**config.mk**
```make
export PLATFORM = sky130hd
export DESIGN_NAME = bht_controller
export DESIGN_NICKNAME = d
export VERILOG_FILES = /design/src/rtl/bht_controller.sv
export SDC_FILE = /design/constraint.sdc
export NUM_CORES = 1
export LEC_CHECK = 0
export ABC_AREA = 1
export CAP_MARGIN = 20
export CORE_MARGIN = 1.5
export CORE_UTILIZATION = 56
export CTS_BUF_LIST = sky130_fd_sc_hd__clkbuf_8
export DETAILED_ROUTE_END_ITERATION = 16
export PLACE_DENSITY = 0.82
export RECOVER_POWER = 100
export SETUP_SLACK_MARGIN = 0.15
export SYNTH_ARGS = -nofsm -noshare
export SYNTH_HDL_FRONTEND = slang
export SYNTH_SLANG_ARGS = --single-unit
```
**constraint.sdc**
```tcl
create_clock -name clock -period 2 [get_ports clock]
set_input_delay 0.3 -clock clock [delete_from_list [all_inputs] [get_ports clock]]
set_output_delay 0.3 -clock clock [all_outputs]
set_load 0.03 [all_outputs]
```
**src/rtl/bht_controller.sv**
```systemverilog
// ============================================================================
// Module   : bht_controller
// Brief    : Sequences predictor lookups and updates for in-flight branches,
//            tracking them in order and counting mispredictions.
// Revision : 1.0 - initial release
// ============================================================================
`default_nettype none

module bht_controller #(
    parameter int DEPTH = 4,
    parameter int CW    = 16
) (
    input  logic                     clock,
    input  logic                     reset_n,
    input  logic                     branch_valid,
    input  logic [10:0]              branch_addr,
    output logic                     branch_ready,
    input  logic                     resolve_valid,
    input  logic                     resolve_taken,
    output logic                     resolve_ready,
    input  logic                     prediction_in,
    output logic [10:0]              latched_branch_addr,
    output logic                     predict_strobe,
    output logic [10:0]              fifo_branch_addr,
    output logic                     branch_result,
    output logic                     update_strobe,
    output logic                     prediction,
    output logic                     prediction_valid,
    output logic                     mispredict,
    output logic [CW-1:0]            mispredict_count,
    output logic [$clog2(DEPTH):0]   occupancy,
    output logic                     resolve_error
);

    localparam int PW = $clog2(DEPTH);
    localparam logic [PW:0] FULL = (PW+1)'(DEPTH);

    typedef enum logic [2:0] {
        IDLE      = 3'd0,
        P_SETUP   = 3'd1,
        P_STROBE  = 3'd2,
        P_CAPTURE = 3'd3,
        U_SETUP   = 3'd4,
        U_STROBE  = 3'd5
    } state_t;

    state_t state, state_next;

    logic [10:0]   addr_mem [DEPTH];
    logic          pred_mem [DEPTH];
    logic [PW-1:0] wr_ptr, rd_ptr;

    logic accept_resolve, accept_branch;

    assign resolve_ready  = (state == IDLE) && (occupancy != '0);
    assign branch_ready   = (state == IDLE) && (occupancy != FULL) &&
                            !(resolve_valid && resolve_ready);
    assign accept_resolve = resolve_valid && resolve_ready;
    assign accept_branch  = branch_valid && branch_ready;

    always_ff @(posedge clock or negedge reset_n) begin
        if (!reset_n) state <= IDLE;
        else          state <= state_next;
    end

    always_comb begin
        state_next = state;
        case (state)
            IDLE: begin
                if (accept_resolve)     state_next = U_SETUP;
                else if (accept_branch) state_next = P_SETUP;
            end
            P_SETUP:   state_next = P_STROBE;
            P_STROBE:  state_next = P_CAPTURE;
            P_CAPTURE: state_next = IDLE;
            U_SETUP:   state_next = U_STROBE;
            U_STROBE:  state_next = IDLE;
            default:   state_next = IDLE;
        endcase
    end

    // Storage needs no reset: the pointers define which entries are live.
    always_ff @(posedge clock) begin
        if (state == P_CAPTURE) begin
            addr_mem[wr_ptr] <= latched_branch_addr;
            pred_mem[wr_ptr] <= prediction_in;
        end
    end

    always_ff @(posedge clock or negedge reset_n) begin
        if (!reset_n) begin
            latched_branch_addr <= '0;
            predict_strobe      <= 1'b0;
            fifo_branch_addr    <= '0;
            branch_result       <= 1'b0;
            update_strobe       <= 1'b0;
            prediction          <= 1'b0;
            prediction_valid    <= 1'b0;
            mispredict          <= 1'b0;
            mispredict_count    <= '0;
            occupancy           <= '0;
            resolve_error       <= 1'b0;
            wr_ptr              <= '0;
            rd_ptr              <= '0;
        end else begin
            prediction_valid <= 1'b0;
            mispredict       <= 1'b0;
            case (state)
                IDLE: begin
                    if (accept_resolve) begin
                        fifo_branch_addr <= addr_mem[rd_ptr];
                        branch_result    <= resolve_taken;
                    end else if (accept_branch) begin
                        latched_branch_addr <= branch_addr;
                    end
                    if (resolve_valid && (occupancy == '0))
                        resolve_error <= 1'b1;
                end
                P_SETUP:  predict_strobe <= 1'b1;
                P_STROBE: predict_strobe <= 1'b0;
                P_CAPTURE: begin
                    prediction       <= prediction_in;
                    prediction_valid <= 1'b1;
                    wr_ptr           <= wr_ptr + 1'b1;
                    occupancy        <= occupancy + 1'b1;
                end
                U_SETUP: update_strobe <= 1'b1;
                U_STROBE: begin
                    update_strobe <= 1'b0;
                    rd_ptr        <= rd_ptr + 1'b1;
                    occupancy     <= occupancy - 1'b1;
                    if (branch_result != pred_mem[rd_ptr]) begin
                        mispredict <= 1'b1;
                        if (mispredict_count != {CW{1'b1}})
                            mispredict_count <= mispredict_count + 1'b1;
                    end
                end
                default: ;
            endcase
        end
    end

endmodule

`default_nettype wire

```
Yosys cells after proc, flatten, opt, wreduce, memory -nomap -nowiden --
Memory sizes are Yosys's and may differ from the RTL's. A register that Yosys moved wholly into a read port is not among the register bits. Cells that the tools add are included.
Word-level totals: register bits 44, bits in latches 0, RAM bits 48, memory bits (read-only) 0, input port bits 17, output and inout port bits 50, logic and storage cells 58, memories 2
Memory list:
- addr_mem | words 4, bits a word 11, rd ports 1, clocked after Yosys merged registers in 1, wr ports 1, RTL line 49 | logic [10:0] addr_mem [DEPTH];
- pred_mem | words 4, bits a word 1, rd ports 1, clocked after Yosys merged registers in 0, wr ports 1, RTL line 50 | logic pred_mem [DEPTH];
Cells by class: add/sub/neg operators 5, $mul 0, div/mod/pow operators 0, order comparisons 0, equal/unequal tests 9, shifts and indexed selects 0, mux-type cells 10, bitwise logic cells 1, reductions and logical operators 18
Operator list (count):
- $add A16 B1 Y16 const B | 1
- $ne A16 B16 Y1 const B | 1
- $pmux W3 S4 | 1
- $eq A3 B2 Y1 const B | 2
- $eq A3 B3 Y1 const B | 2
- $logic_and A1 B1 Y1 | 6
- $logic_not A3 Y1 | 2
- $mux W3 | 2
- $ne A3 B3 Y1 const B | 2
- $pmux W3 S2 | 1
- $reduce_and A3 Y1 | 2
- $reduce_bool A2 Y1 | 3
- $add A2 B1 Y2 const B | 2
- $mux W1 | 4
- $pmux W1 S2 | 2
- $reduce_and A2 Y1 | 2
- $add A3 B1 Y3 const B | 1
- $eq A3 B1 Y1 const B | 1
- $reduce_bool A3 Y1 | 1
- $sub A3 B1 Y3 const B | 1
- $logic_not A1 Y1 | 2
- $ne A1 B1 Y1 | 1
- $not A1 Y1 | 1

Longest topological paths before layout --
Gate-level depths: netlist (run 1).
depth after elaboration 9, gate-level depth with buffers 11, gate-level depth less buffers 9

Worst setup path before layout (run 1) --
Ideal clock, no wire load.
path kind register -> output, start point reg occupancy[2], end point out branch_ready, data arrival time 1.624 ns, required time 1.700 ns, slack 0.076 ns, stages on the path, launching flop included 6, buffers on the path 0, path through dfrtp_1 -> nor3_2 -> nor2_1 -> nand2_1 -> nand2_1 -> nor2_1
Between the ends: word-level cells in the longest chain between the ends 5, elaborated cells on any way between the ends 7, classes of those cells eq/ne: 1; reduce/logical: 6
Ends and longest elaborated chain:
- from (decl) | RTL line 31 | output logic [$clog2(DEPTH):0] occupancy,
- from (signal assigned) | RTL line 125 | occupancy <= occupancy + 1'b1;
- from (signal assigned) | RTL line 131 | occupancy <= occupancy - 1'b1;
- $reduce_bool A3 Y1 | RTL line 55 | assign resolve_ready = (state == IDLE) && (occupancy != '0);
- $logic_and A1 B1 Y1 | RTL line 55
- named net resolve_ready | RTL line 20 | output logic resolve_ready,
- $logic_and A1 B1 Y1 | RTL line 57 | !(resolve_valid && resolve_ready);
- $logic_not A1 Y1 | RTL line 57
- $logic_and A1 B1 Y1 | RTL line 56 | assign branch_ready = (state == IDLE) && (occupancy != FULL) &&
- to (decl) | RTL line 17 | output logic branch_ready,
The timed path passes the listed nets, and every way through them passes these cells.

Final worst setup path (run 1) --
start point reg occupancy[1], end point out branch_ready
Between the ends: word-level cells in the longest chain between the ends 5, elaborated cells on any way between the ends 7, classes of those cells eq/ne: 1; reduce/logical: 6
Ends and longest elaborated chain (RTL line):
- $reduce_bool A3 Y1 | 55
- $logic_and A1 B1 Y1 | 55
- $logic_and A1 B1 Y1 | 57
- $logic_not A1 Y1 | 57
- $logic_and A1 B1 Y1 * | 56
Every way passes the cells marked *; elsewhere a longest branch is shown, timed or not.

==> qor.csv, run 1 <==
stage,metric,value,unit
synthesis,largest cells by area after synthesis,"edfxtp_1 32%, dfrtp_1 30%, nand2_1 8.3%",
synthesis,Synth Warn #,0,
die,die area,8676,sq um
die,Die Y,93.15,um
pwr,Total Power,0.007753,W
synthesis,Synth top cells by count,"101 x nand2_1, 76 x nor2_1, 55 x dfrtp_1, 48 x edfxtp_1, 35 x inv_1",
clock_tree,CTS H-tree depth,3,
timing,Final Max Slew Viols,0,
route,vias per inst,5.255,
synthesis,Yosys cell types,34,
global_routing,grt total ovfl,0,
final_layout,layout net count,559,
timing,Hold Fails Final Rpt,0,
route,1st-iter DRT viols,167,
final_layout,share of post-route cells with drive strength above 1,11.28,%
synthesis,post-synthesis sequential area ratio,61.92,%
die,Starting Density,58.29,%
timing,Slew HR,14.91,%
placed_design,pre-CTS setup slack,0.2354,ns
die,Die W,93.15,um
clock_tree,clock sink count,103,
clock_tree,"Reg clk slew, reported paths",0.10,ns
clock_tree,CTS tree,built,
critical_path,"Data arrival, critical path",1.64,ns
timing,unrepaired setup endpoints after global routing,yes,
placed_design,GPL Wtd Cong,0.8572,
pwr,worst vdd ir,0.0007292,V
placed_design,port buffer count,66,
synthesis,ys async rst share,53.40,%
timing,# setup viols final,0,
global_routing,largest net degree at the start of global routing,25,
synthesis,syn_nets,477,
clock_tree,CTS buffer count,9,
clock_tree,maximum root-to-sink buffer count,2,
synthesis,Synth top area share,31.67,%
critical_path,R2R setup slack,0.20,ns
synthesis,Post-synth EDFFs,48,
global_routing,first-pass GRT wire length,15230,um
timing,period utilization,97.10,%
timing,post-layout min period,1.942,ns
worst_hold_path,Hold Crit Class,in -> reg,
synthesis,syn avg cell area,10.02,sq um
die,IO Count,67,
synthesis,post-synthesis cell area,4551,sq um
pwr,Power Density,1412,nW/um^2
global_routing,vias in the first global route,3308,
global_routing,initial antenna violation count,0,
route,WL/cell,14.76,um
route,drt drc,0,
timing,fin worst setup slack,0.05807,ns
route,routed wire length,9490,um
synthesis,Main synth FF type,dfrtp_1,
final_layout,fillers,590,
critical_path,CP Capture Type,primary output,
pwr,Leakage Power,2.383,nW
route,Routed Antenna Nets,0,
critical_path,WP data required,1.70,ns
die,Cell Rows,32,
final_layout,area delta synth->final,20.65,%
timing,Final TNS setup,0,ns
timing,slew of the pin with the lowest slew margin,1.276,ns
placed_design,dpl cells,618,
global_routing,All-Layer GR Usage,22.85,%
critical_path,CP Launch Type,flop,
timing,Layout Skew,0.01759,ns
critical_path,critical path type,reg -> out,
final_layout,antenna fix cells,0,
flow_run,Max Cap Violations,0,
synthesis,leading area contributor after synthesis,edfxtp_1,
clock_tree,clk_lat worst skew,0.37,ns
critical_path,CP Max Fanout,4,
final_layout,Util after Layout,70.32,%
final_layout,"Cell Count, Final, Fillers Out",643,
synthesis,Cells after Synth,454,
synthesis,Yosys reg bits,103,
synthesis,most common cell in the netlist,nand2_1,
clock_tree,Clock Root Buffer,clkbuf_8,
route,TritonRoute pass-1 iters,4,
die,Placeable Area,7807,sq um
placed_design,Final HPWL DP,6281,um
status,status,completed,
timing,FMAX,515.0,MHz
route,via count,3379,
cells in the final DEF, fill, tap and decap left out, types with 2 or more instances in the layout:
cell type / instances
nand2_1: 100
nor2_1: 74
dfrtp_1: 52
edfxtp_1: 48
inv_1: 39
o21ai_0: 36
dlygate4sd3_1: 28
nand3_1: 24
clkbuf_1: 19
clkdlybuf4s50_1: 14
a31oi_1: 11
buf_4: 10
clkbuf_8: 9
xor2_1: 8
dlygate4sd2_1: 6
nor2_4: 5
clkbuf_2: 5
nand3_2: 4
nand4_1: 4
xnor2_1: 4
ha_1: 4
nor2_2: 3
nand2_2: 3
inv_2: 3
dfrtp_2: 3
nor3_1: 2
nand4_2: 2
o21ai_1: 2
critical path, cell delays in order (launching register included):
cell	delay, ns
dfrtp_2	0.45
nor3b_1	0.57
nor2_4	0.09
buf_6	0.16
layout make-up:
cell class              instances  area [sq um]  share of cell area, %
clock buffers                   9         123.9                  2.256
clock inverters                 7         71.32                  1.299
inverters                      42         160.2                  2.917
multi-input cells             296          1510                  27.51
flip-flops and latches        103          2821                  51.39
well taps                     102         127.6                  2.325
repair buffers                 84         675.6                  12.31
flip-flops by register name (all words and copies together) (netlist names), 2 cells and up:
name and cells:
pred_mem 4, wr_ptr 2, latched_branch_addr 11, fifo_branch_addr 11, state 3, addr_mem 44, rd_ptr 2, mispredict_count 16
occupancy 3
logic make-up (layout without fill, tap and decap cells):
group	Yosys count	in the layout	synth area share [%]
buffers and inverters	56	142	5.499
adders and majority gates	6	6	1.815
and+or+nand+nor	226	227	22.46
xor gates and xnor gates	12	12	2.310
AOI/OAI and AO/OA	51	51	5.994
DFF	103	103	61.92
metal layers:
metal | routed length, um | global-route usage, % | up-vias
li1 | - | - | 1658
met3 | 592 | 3.577 | 13
met2 | 4882 | 40.02 | 113
met5 | 0 | 0 | -
met4 | 192 | 9.975 | 0
met1 | 3823 | 27.94 | 1595
repair_timing:
action                                  4_1_cts  5_1_grt
hold buffers                                  1        0
gates cloned                                  0        1
setup buffers                                 3        4
pin swaps                                     1        4
endpoints found under the setup margin        8       36
gates resized for setup                      13       25
endpoints found under the hold margin        20        0
worst paths after layout:
check | start | endpoint | cells after the start
worst max-delay path | occupancy[1]$_DFFE_PN0P_ | branch_ready | 3
worst min-delay path | branch_addr[1] | latched_branch_addr[1]$_DFFE_PN0P_ | 3
worst max register to register | mispredict_count[0]$_DFFE_PN0P_ | mispredict_count[10]$_DFFE_PN0P_ | 9
worst min register to register | predict_strobe$_DFFE_PN0N_ | predict_strobe$_DFFE_PN0N_ | 2
max in group asynchronous | reset_n | wr_ptr[0]$_DFFE_PN0P_ | 3
min in group asynchronous | reset_n | fifo_branch_addr[7]$_DFFE_PN0P_ | 2
stage by stage:
step	hold slack [ns]	area (sq um)
6_report	0.4752	5490
5_1_grt	0.4832	5490
4_1_cts	0.4506	5557
3_5_place_dp	0.3149	5319
3_3_place_gp	0.3026	5319
2_1_floorplan	0.004409	4553
report_power, final:
group	switching [W]	internal (W)	leakage (nW)
combinational	0.00207	0.00108	1.16
sequential	0.000487	0.00283	1.12
clock	0.000711	0.000584	0.104
total	0.00327	0.00449	2.38
Power figures use the tool's default switching activity.
==> inputs of run 2 (changes only) <==
REMOVE_ABC_BUFFERS = 1   (was unset)
==> run 2 against run 1 <==
Net effect:
- utilization rose by 0.46 points
- fmax rose by 2.5%
- combinational power rose by 2%
- sequential share of layout area fell by 0.36 points
- routed wire length rose by 0.72%
- clock power barely moved
- non-clock buffer count rose by 6
- sequential power fell by 1%
- worst setup slack improved by 0.047 ns
- cell area rose by 0.66%
- hold slack improved by 0.0056 ns
- highest routed layer unchanged
==> qor.csv, run 2 (same netlist as run 1, synthesis figures left out) <==
stage,metric,value,unit
final_layout,"most common cell after layout, fill and taps aside",nand2_1,
clock_tree,"Reg clk slew, reported paths",0.11,ns
route,Routed Antenna Nets,0,
critical_path,r2r worst-path depth,8,
final_layout,antenna fix cells,0,
clock_tree,clock sink count,103,
final_layout,"Cell Count, Final, Fillers Out",649,
placed_design,pre-CTS setup slack,0.2293,ns
critical_path,"Largest stage delay, worst path",0.77,ns
pwr,Internal,0.004527,W
global_routing,largest net degree at the start of global routing,56,
timing,Final TNS setup,0,ns
critical_path,critical path type,reg -> out,
timing,FMAX,527.8,MHz
critical_path,CP Launch Type,flop,
die,Placeable Area,7807,sq um
die,Die Y,93.15,um
flow_run,Max Cap Violations,0,
die,Starting Density,58.29,%
timing,period utilization,94.73,%
critical_path,"CP delay by family, top",buffers and inverters,
route,WL/cell,14.73,um
timing,Final Max Slew Viols,0,
critical_path,RR Startpoint,state[0]$_DFFE_PN0P_,
timing,slew of the pin with the lowest slew margin,0.7822,ns
clock_tree,Clock Root Buffer,clkbuf_8,
pwr,Sw Ratio,41.97,%
critical_path,Crit path depth,1,
clock_tree,clk_lat worst skew,0.36,ns
route,vias per inst,5.316,
timing,# setup viols final,0,
placed_design,dpl cells,617,
critical_path,"Slowest-stage cell, CP",dlygate4sd3_1,
route,routed wire length,9558,um
global_routing,initial antenna violation count,0,
clock_tree,maximum root-to-sink buffer count,2,
global_routing,vias in the first global route,3309,
timing,Slew HR,47.85,%
critical_path,Setup crit end,occupancy[1],
final_layout,share of post-route cells with drive strength above 1,12.61,%
route,drt drc,0,
status,status,completed,
critical_path,WP data required,1.70,ns
die,IO Count,67,
clock_tree,CTS H-tree depth,3,
final_layout,Util after Layout,70.79,%
route,via count,3450,
final_layout,layout net count,565,
pwr,switching power,0.003274,W
timing,post-layout min period,1.895,ns
pwr,clock power share,17.1,%
pwr,Total Power,0.007801,W
critical_path,R2R setup slack,0.19,ns
critical_path,"Data arrival, critical path",1.59,ns
global_routing,grt total ovfl,0,
route,1st-iter DRT viols,172,
route,TritonRoute pass-1 iters,4,
critical_path,CP Max Fanout,4,
die,Die W,93.15,um
critical_path,CP Capture Type,primary output,
pwr,Gate power share,41.0,%
timing,Layout Skew,0.01677,ns
die,Cell Rows,32,
critical_path,Worst Setup SP,occupancy[1]$_DFFE_PN0P_,
pwr,Power Density,1411,nW/um^2
pwr,sequential power share,41.9,%
timing,Hold Fails Final Rpt,0,
critical_path,Buf/Inv on CP,1,
clock_tree,CTS tree,built,
final_layout,max reg flops,44,
timing,fin worst setup slack,0.1055,ns
placed_design,Final HPWL DP,6002,um
worst_hold_path,Hold Crit Class,reg -> reg,
global_routing,All-Layer GR Usage,23.18,%
global_routing,first-pass GRT wire length,15350,um
pwr,worst vdd ir,0.001094,V
critical_path,Reg-to-Reg End,latched_branch_addr[1]$_DFFE_PN0P_,
clock_tree,CTS buffer count,9,
final_layout,area delta synth->final,21.45,%
die,die area,8676,sq um
pwr,Leakage Power,2.387,nW
timing,unrepaired setup endpoints after global routing,yes,
final_layout,Top Registers,"addr_mem x44, mispredict_count x16",
final_layout,"commonest non-fill, non-tap cells in the layout","99 x nand2_1, 75 x nor2_1, 53 x dfrtp_1, 48 x edfxtp_1, 37 x inv_1",
critical_path,critical-path cell list,dlygate4sd3_1,
placed_design,port buffer count,66,
final_layout,Top reg by flops,addr_mem,
placed_design,GPL Wtd Cong,0.8425,
## run 2: cell types whose count changed in the layout (fill, tap and decap cells not counted), sizes merged
cell | previous run | this run
buf | 12 | 15
clkbuf | 33 | 39
clkinv | 3 | 2
clkinvlp | 0 | 2
dlygate4sd2 | 6 | 0
dlygate4sd3 | 28 | 31
inv | 45 | 44
## run 2: power groups by stage
| stage | Combinational [W] | Clock (W) | Sequential (W) |
|---|---|---|---|
| final | 0.00320 | 0.00133 | 0.00327 |
| after global routing | 0.00350 | 0.00143 | 0.00334 |
| after CTS | 0.00330 | 0.00135 | 0.00328 |
| after detailed placement | 0.00320 | 0 | 0.00332 |
| after global placement | 0.00308 | 0 | 0.00329 |
| after floorplan | 0.00131 | 0 | 0.00391 |
## run 2: per-stage QoR
| step | instance area (sq um) | hold slack, ns |
|---|---|---|
| 4_1_cts | 5589 | 0.4647 |
| 3_3_place_gp | 5321 | 0.3241 |
| 6_report | 5527 | 0.4808 |
| 3_5_place_dp | 5321 | 0.3283 |
| 5_1_grt | 5527 | 0.4885 |
| 2_1_floorplan | 4461 | 0.004409 |
## run 2: layer usage
| layer | vias to the layer above | global-route usage [%] | share of wire, % |
|---|---|---|---|
| li1 | 1668 | - | - |
| met1 | 1677 | 28.77 | 43 |
| met2 | 92 | 40.88 | 51 |
| met3 | 13 | 3.821 | 4.2 |
| met4 | 0 | 8.333 | 1.5 |
| met5 | - | 0 | 0 |
## run 2: how the worst min path moves through the flow
| stage | startpoint | to | slack (ns) | depth (start not counted) |
|---|---|---|---|---|
| final | resolve_error$_DFFE_PN0P_ | resolve_error$_DFFE_PN0P_ | 0.48 | 1 |
| after global routing | branch_addr[8] | latched_branch_addr[8]$_DFFE_PN0P_ | 0.49 | 3 |
| after CTS | branch_addr[0] | latched_branch_addr[0]$_DFFE_PN0P_ | 0.46 | 3 |
| after detailed placement | reset_n | latched_branch_addr[5]$_DFFE_PN0P_ | 0.33 | 2 |
| after global placement | reset_n | latched_branch_addr[5]$_DFFE_PN0P_ | 0.32 | 2 |
| after floorplan | reset_n | branch_result$_DFFE_PN0P_ | 0.004 | 0 |
## run 2: what timing repair did
action / CTS / global route
hold buffers: 1 / 0
hold endpoints to repair: 55 / 0
gates cloned: 0 / 1
resized for setup: 8 / 29
pin swaps: 1 / 7
setup buffers: 5 / 9
setup endpoints to repair: 2 / 38
## run 2: layout make-up
cell class	instances	area (sq um)
flip-flops and latches	103	2820
fillers	585	2281
multi-input cells	296	1513
repair buffers	90	700.7
inverters	42	160.2
well taps	102	127.6
clock buffers	9	123.9
clock inverters	7	81.33
==> inputs of run 3 (changes only) <==
CTS_BUF_LIST = sky130_fd_sc_hd__clkbuf_4   (was sky130_fd_sc_hd__clkbuf_8)
==> run 3 against run 2 <==
Net effect:
- clock skew is 0.0018 ns higher
- hold slack worse by 0.095 ns
- critical path depth is 5 higher
- sequential share of layout area is 0.47 points higher
- highest routed layer unchanged
==> qor.csv, run 3 (same netlist as run 1, synthesis figures left out) <==
stage,metric,value,unit
status,status,completed,
route,Routed Antenna Nets,0,
final_layout,post-route cell area,5477,sq um
timing,unrepaired setup endpoints after global routing,yes,
clock_tree,maximum root-to-sink buffer count,2,
pwr,Leakage Power,2.472,nW
timing,Final Max Slew Viols,0,
critical_path,"Slowest-stage cell, CP",dfrtp_2,
critical_path,CP Launch Type,flop,
critical_path,critical-path cell list,nor3_4 -> nor2_2 -> nand2_2 -> nand2_2 -> nor2_2 -> buf_4,
timing,Hold Fails Final Rpt,0,
timing,Final TNS setup,0,ns
timing,post-layout min period,1.881,ns
route,routed wire length,9396,um
critical_path,"Largest stage delay, worst path",0.48,ns
placed_design,GPL Wtd Cong,0.8425,
final_layout,"Cell Count, Final, Fillers Out",648,
die,Cell Rows,32,
placed_design,dpl cells,617,
clock_tree,Clock Root Buffer,clkbuf_4,
global_routing,vias in the first global route,3272,
placed_design,Placed Area,5321,sq um
route,drt drc,0,
timing,FMAX,531.8,MHz
pwr,Total Power,0.007461,W
worst_hold_path,Hold Crit Class,in -> reg,
critical_path,CP Capture Type,primary output,
final_layout,fillers,604,
flow_run,Max Cap Violations,0,
final_layout,Top reg by flops,addr_mem,
die,Starting Density,58.29,%
critical_path,"CP delay by family, top",simple AND/OR/NAND/NOR gates,
final_layout,layout net count,564,
die,IO Count,67,
timing,Slew HR,14.82,%
final_layout,share of post-route cells with drive strength above 1,12.64,%
placed_design,port buffer count,66,
critical_path,critical path type,reg -> out,
route,via count,3402,
route,1st-iter DRT viols,157,
placed_design,Final HPWL DP,6002,um
final_layout,Top Registers,"addr_mem x44, mispredict_count x16",
global_routing,grt total ovfl,0,
route,TritonRoute pass-1 iters,4,
critical_path,"Data arrival, critical path",1.58,ns
final_layout,max reg flops,44,
clock_tree,CTS tree,built,
timing,# setup viols final,0,
pwr,Power Density,1362,nW/um^2
die,die area,8676,sq um
die,Die W,93.15,um
global_routing,All-Layer GR Usage,22.91,%
route,vias per inst,5.250,
final_layout,antenna fix cells,0,
final_layout,"most common cell after layout, fill and taps aside",nand2_1,
clock_tree,CTS H-tree depth,3,
clock_tree,clock sink count,103,
clock_tree,clk_lat worst skew,0.45,ns
clock_tree,"Reg clk slew, reported paths",0.17,ns
pwr,worst vdd ir,0.001004,V
critical_path,Buf/Inv on CP,1,
critical_path,CP Max Fanout,4,
critical_path,WP data required,1.70,ns
timing,Layout Skew,0.01856,ns
final_layout,"commonest non-fill, non-tap cells in the layout","99 x nand2_1, 75 x nor2_1, 53 x dfrtp_1, 48 x edfxtp_1, 37 x inv_1",
clock_tree,CTS buffer count,9,
global_routing,initial antenna violation count,0,
timing,period utilization,94.03,%
global_routing,first-pass GRT wire length,15250,um
die,Placeable Area,7807,sq um
final_layout,area delta synth->final,20.35,%
timing,slew of the pin with the lowest slew margin,1.278,ns
route,WL/cell,14.50,um
global_routing,largest net degree at the start of global routing,56,
die,Die Y,93.15,um
==> run 3: changes by cell type in the layout (fill, tap and decap cells not counted), sizes merged <==
cell / previous run / this run
dlygate4sd2: 0 / 33
dlygate4sd3: 31 / 8
clkbuf: 39 / 28
==> run 3: worst paths after layout <==
check / from / endpoint / slack [ns] / cells after the start
max: occupancy[1]$_DFFE_PN0P_ / branch_ready / 0.12 / 6
min: branch_addr[0] / latched_branch_addr[0]$_DFFE_PN0P_ / 0.39 / 3
max reg2reg: state[1]$_DFFE_PN0P_ / occupancy[2]$_DFFE_PN0P_ / 0.17 / 8
min reg2reg: resolve_error$_DFFE_PN0P_ / resolve_error$_DFFE_PN0P_ / 0.50 / 1
max in group asynchronous: reset_n / rd_ptr[1]$_DFFE_PN0P_ / 0.41 / 3
min in group asynchronous: reset_n / latched_branch_addr[0]$_DFFE_PN0P_ / 0.73 / 3
==> run 3: final cells by class <==
type / count / area [sq um] / area share, %
well taps: 102 / 127.6 / 2.330
clock buffers: 9 / 67.56 / 1.234
multi-input cells: 296 / 1514 / 27.64
repair buffers: 89 / 708.2 / 12.93
clock inverters: 7 / 81.33 / 1.485
flip-flops and latches: 103 / 2820 / 51.50
inverters: 42 / 157.7 / 2.879
==> run 3: worst reg2reg max path: stages (launching register included) <==
cell and delay [ns]:
dfrtp_1 0.41, clkbuf_1 0.12, nor2_1 0.17, inv_1 0.14, nor2_8 0.15, inv_1 0.08
fa_2 0.34, o21ai_1 0.18, xor2_1 0.18
==> run 3: per-stage QoR <==
stage | worst slack [ns] | util [%] | hold slack [ns]
6_report | 0.1195 | 70.14 | 0.3862
5_1_grt | 0.01929 | 70.14 | 0.3713
4_1_cts | 0.06985 | 70.59 | 0.3630
3_5_place_dp | 0.2293 | 68.16 | 0.3283
3_3_place_gp | 0.2441 | 68.16 | 0.3241
2_1_floorplan | 0.07619 | - | 0.004409
==> run 3: where the power goes <==
group	internal (W)	leakage, nW	switching, W	total [W]
logic	0.00102	1.28	0.00207	0.00309
clock network	0.000399	0.0760	0.000709	0.00111
registers	0.00282	1.12	0.000442	0.00326
==> run 3: layer usage <==
metal  GRT usage [%]  wire length, um  vias up
li1                -                -     1663
met1           28.38             3801     1615
met2           40.82             4884      107
met3           3.902              572       17
met4           7.323              138        0
met5               0                0        -
==> run 3: timing repair <==
item | in CTS | in global routing
pin swaps | 3 | 3
cloned | 0 | 1
setup endpoints to repair | 35 | 28
buffers inserted | 7 | 6
gates resized for setup | 41 | 18
hold endpoints to repair | 55 | 0
hold buffers | 1 | 0
